===== src/rtl/slt_serial_unit.sv =====
// Bit-serial lt/eq/gt magnitude comparator with an SLT-formatted result.
// Walks the operands LSB to MSB, one bit per clock, behind a start/done handshake.
module slt_serial_unit #(
   parameter int WIDTH = 32
) (
   input  logic             clk,
   input  logic             rst_n,
   input  logic             i_start,
   input  logic             i_is_signed,
   input  logic [WIDTH-1:0] i_rs,
   input  logic [WIDTH-1:0] i_rt,
   output logic             o_busy,
   output logic             o_done,
   output logic             o_lt,
   output logic             o_eq,
   output logic             o_gt,
   output logic [WIDTH-1:0] o_rd
);

   localparam int IW = (WIDTH > 1) ? $clog2(WIDTH) : 1;
   localparam logic [IW-1:0] LAST_IDX = IW'(WIDTH - 1);

   typedef enum logic [1:0] {
      S_IDLE,
      S_RUN,
      S_DONE
   } state_t;

   state_t           r_state;
   state_t           w_state_nxt;
   logic             w_accept;

   logic [WIDTH-1:0] r_rs;
   logic [WIDTH-1:0] r_rt;
   logic             r_signed;
   logic [IW-1:0]    r_idx;
   logic             r_wlt;
   logic             r_weq;
   logic             r_wgt;

   logic             r_busy;
   logic             r_done;
   logic             r_lt;
   logic             r_eq;
   logic             r_gt;
   logic [WIDTH-1:0] r_rd;

   logic             w_last;
   logic             w_a;
   logic             w_b;
   logic             w_al;
   logic             w_bl;
   logic             w_same;
   logic             w_wlt_nxt;
   logic             w_weq_nxt;
   logic             w_wgt_nxt;

   assign w_last = (r_idx == LAST_IDX);

   // One slice of the cascaded comparator. In signed mode the sign bit's
   // ordering is inverted: a set sign bit marks the smaller operand.
   always_comb begin
      w_a       = r_rs[r_idx];
      w_b       = r_rt[r_idx];
      w_same    = ~(w_a ^ w_b);
      w_al      = (r_signed && w_last) ? w_b : w_a;
      w_bl      = (r_signed && w_last) ? w_a : w_b;
      w_wlt_nxt = (w_bl & ~w_al) | (w_same & r_wlt);
      w_weq_nxt = r_weq & w_same;
      w_wgt_nxt = (w_al & ~w_bl) | (w_same & r_wgt);
   end

   // NOTE: sequential state uses non-blocking assignments so every register
   // samples pre-edge values regardless of process ordering.
   always_ff @(posedge clk or negedge rst_n) begin
      if (!rst_n) r_state <= S_IDLE;
      else        r_state <= w_state_nxt;
   end

   // NOTE: every output of this block gets a default first, so no path can
   // leave a signal unassigned and infer a latch.
   always_comb begin
      w_state_nxt = r_state;
      w_accept    = 1'b0;
      case (r_state)
         S_IDLE: begin
            if (i_start) begin
               w_state_nxt = S_RUN;
               w_accept    = 1'b1;
            end
         end
         S_RUN: begin
            if (w_last) w_state_nxt = S_DONE;
         end
         S_DONE: begin
            w_state_nxt = S_IDLE;
            if (i_start) begin
               w_state_nxt = S_RUN;
               w_accept    = 1'b1;
            end
         end
         default: w_state_nxt = S_IDLE;
      endcase
   end

   always_ff @(posedge clk or negedge rst_n) begin
      if (!rst_n) begin
         r_rs     <= '0;
         r_rt     <= '0;
         r_signed <= 1'b0;
         r_idx    <= '0;
         r_wlt    <= 1'b0;
         r_weq    <= 1'b0;
         r_wgt    <= 1'b0;
         r_busy   <= 1'b0;
         r_done   <= 1'b0;
         r_lt     <= 1'b0;
         r_eq     <= 1'b0;
         r_gt     <= 1'b0;
         r_rd     <= '0;
      end else begin
         r_busy <= (w_state_nxt == S_RUN);
         r_done <= (r_state == S_RUN) && w_last;
         if (w_accept) begin
            r_rs     <= i_rs;
            r_rt     <= i_rt;
            r_signed <= i_is_signed;
            r_idx    <= '0;
            r_wlt    <= 1'b0;
            r_weq    <= 1'b1;
            r_wgt    <= 1'b0;
         end else if (r_state == S_RUN) begin
            r_idx <= r_idx + IW'(1);
            r_wlt <= w_wlt_nxt;
            r_weq <= w_weq_nxt;
            r_wgt <= w_wgt_nxt;
            // Results only move on completion and otherwise hold.
            if (w_last) begin
               r_lt <= w_wlt_nxt;
               r_eq <= w_weq_nxt;
               r_gt <= w_wgt_nxt;
               r_rd <= {{(WIDTH-1){1'b0}}, w_wlt_nxt};
            end
         end
      end
   end

   assign o_busy = r_busy;
   assign o_done = r_done;
   assign o_lt   = r_lt;
   assign o_eq   = r_eq;
   assign o_gt   = r_gt;
   assign o_rd   = r_rd;

endmodule

===== config.mk =====
export PLATFORM = sky130hd
export DESIGN_NAME = slt_serial_unit
export DESIGN_NICKNAME = d
export VERILOG_FILES = /design/src/rtl/slt_serial_unit.sv
export SDC_FILE = /design/constraint.sdc
export NUM_CORES = 1
export LEC_CHECK = 0
export ABC_AREA = 1
export CORE_MARGIN = 2
export CORE_UTILIZATION = 35
export CTS_BUF_LIST = sky130_fd_sc_hd__clkbuf_4
export DETAILED_ROUTE_END_ITERATION = 16
export PLACE_DENSITY_LB_ADDON = 0.25
export SLEW_MARGIN = 20
export SYNTH_ARGS = -nofsm -noshare
export SYNTH_HDL_FRONTEND = slang
export SYNTH_SLANG_ARGS = --single-unit

===== constraint.sdc =====
create_clock -name clk -period 1.5 [get_ports clk]
set_input_delay 0.45 -clock clk [delete_from_list [all_inputs] [get_ports clk]]
set_output_delay 0.45 -clock clk [all_outputs]
set_load 0.01 [all_outputs]

==> impl_metrics.json <==
{
  "grt_pass1_wl_um": 16100,
  "endpoint_kind": "flip-flop",
  "crit_chain": "ha_2 -> nand2_1 -> nor2_1 -> ha_2 -> nand2_1 -> inv_1 -> nand3_1 -> nand3_1 -> nand2_1 -> nand2_1 -> nand2_1",
  "violations": "setup timing",
  "ir_drop_v": 0.000778,
  "ctsHtreeMaxLevel": 3,
  "wl_um": 9510,
  "cts_buffer_depth": 2,
  "layout_commonest_cell": "nand2_1",
  "power_density_mw_per_mm2": 1920,
  "setup_slack_ns": -0.226,
  "place_area_mm2": 0.00510,
  "avgSynthCellArea_um2": 7.50,
  "diodes": 0,
  "yosys_warnings": 0,
  "status": "finished with violations",
  "critPathMaxStageDelay_ns": 0.50,
  "root_buffer": "clkbuf_4",
  "slew_viol_final": 0,
  "hold_class": "in -> async",
  "grt_pass1_vias": 3449,
  "crit_type": "reg -> reg",
  "ys_seq_area_frac": 0.475,
  "cts.sinks": 80,
  "synthCells": 561,
  "syn_area_mm2": 0.00421,
  "clk_pin_slew_ns": 0.13,
  "ant_nets": 0,
  "die_area_mm2": 0.0129,
  "drt_iter0_drc": 156,
  "crit_path_max_fanout": 4,
  "yosys_register_bits": 80,
  "core_area_mm2": 0.0119,
  "die_w_um": 114,
  "die_height_um": 114,
  "fin_cells": 792,
  "insertion_delay_ns": 0.41,
  "globalRouteOverflowTotal": 0,
  "drc": 0,
  "antenna_found_initial": 0,
  "timing.max_cap.violations": 0,
  "cp_common_cell": "nand2_1",
  "vias": 3544,
  "layout.cells.most_common_list": "nand2_1, dfrtp_1, inv_1",
  "required_ns": 1.82,
  "setup_viol": 7,
  "numCtsBuffers": 9,
  "cts_tree": "yes",
  "nFillCells": 1248,
  "drive_gt1_frac": 0.0992,
  "worstPathArrival_ns": 2.04,
  "yosysUniqueCellTypes": 21,
  "max_freq_mhz": 579,
  "multi_input_area_mm2": 0.00165,
  "holdWs_ns": 0.447,
  "syn_to_final_growth_pct": 24.6,
  "ios": 105,
  "initial_core_util": 0.355,
  "firstDrtPassIters": 4,
  "critPathSlowestCell": "dfrtp_2",
  "dp.cells": 775,
  "avgViaCountPerCell": 4.47,
  "io_buffers": 73,
  "leakage_nw": 2.64,
  "hpwlAfterDp_um": 6990,
  "fin_skew_ns": 0.0145,
  "seq_area_mm2": 0.00200,
  "grt_util_all_layers": 0.154,
  "post_drt_wl_per_cell_um": 12.0,
  "nets": 711,
  "rows": 40,
  "rsz0062_at_grt": "yes",
  "grt_max_degree": 53,
  "hold_violations": 0,
  "worst_setup_path_start_kind": "flip-flop",
  "fin_crit_sh": 1.15,
  "globalplace.congestion": 0.924,
  "design_area_mm2": 0.00525,
  "fin_crit_ns": 1.73
}
[per-layer routing]
layer,track usage,vias up,share of wire
met4,0.0431,0,0.0096
met2,0.257,80,0.48
li1,-,1826,-
met5,0,-,0
met3,0.0308,7,0.043
met1,0.206,1631,0.47
[flip-flops by register name (all words and copies together) (netlist names), 2 cells and up]
name     count
r_state      2
r_rs        32
r_rt        32
r_idx        5
[synthesized netlist by cell type]
library cell,number,area (um^2)
inv_1,74,278
clkinv_1,1,3.75
conb_1,1,3.75
buf_4,35,263
nand3_2,3,30.0
nor2_2,1,6.26
nand4_1,1,6.26
ha_1,2,25.0
o22ai_1,1,6.26
nand3_1,58,290
o211ai_1,1,7.51
clkbuf_1,15,56.3
nand2_2,3,18.8
o21ai_1,1,5.00
buf_2,3,15.0
inv_4,2,12.5
dfrtp_1,80,2000
nand2_1,200,751
buf_6,6,67.6
nor2_1,2,7.51
o21ai_0,71,355
[cell type report]
class | instances | area share
multi-input cells | 375 | 0.315
clock buffers | 11 | 0.0157
repair buffers | 98 | 0.187
clock inverters | 4 | 0.00883
flip-flops and latches | 80 | 0.382
inverters | 77 | 0.0570
well taps | 147 | 0.0351
[stage by stage]
stage	worst slack, ns	power [W]	util	setup TNS (ns)
after floorplan	-0.0330	0.00743	-	-0.148
after global placement	-0.209	0.00874	0.430	-10.49
after detailed placement	-0.282	0.00886	0.430	-11.70
after CTS	-0.219	0.0101	0.442	-1.26
after global routing	-0.419	0.0112	0.442	-2.43
final	-0.226	0.0101	0.442	-1.23
[path summary, 6_finish.rpt]
kind,slack [ns],depth (start not counted),start,end
setup / recovery,-0.23,11,r_idx[0],o_rd[0]
hold / removal,0.45,2,rst_n,r_rt[21]
setup reg to reg,-0.23,11,r_idx[0],o_rd[0]
hold reg to reg,0.49,2,r_weq,r_weq
max in group asynchronous,0.58,3,rst_n,r_idx[0]
min in group clk,0.49,2,r_weq,r_weq
[critical path, delay by kind of cell (launching register included)]
kind	cells	cell delay [ns]
flip-flops	1	0.50
adder cells (fa/ha/maj)	2	0.43
buffers and inverters	1	0.06
AND/OR/NAND/NOR	8	0.65
[cells by family after synthesis]
group,Yosys count,share of synthesized area
DFF,80,0.475
AOI/OAI and AO/OA,74,0.0889
buffers and inverters,136,0.165
and+or+nand+nor,268,0.264
adders and majority gates,2,0.00594
other,1,0.000891
[what timing repair did]
action | in CTS | in global routing
setup endpoints to repair | 13 | 12
hold buffers | 1 | 0
buffers inserted | 1 | 0
endpoints found under the hold margin | 15 | 0
resized for setup | 24 | 8
[report_power, final]
part | internal (W) | switching [W]
logic | 0.00204 | 0.00325
clock network | 0.000530 | 0.000704
registers | 0.00317 | 0.000392
Note: power is estimated with default switching activity, not from simulation.
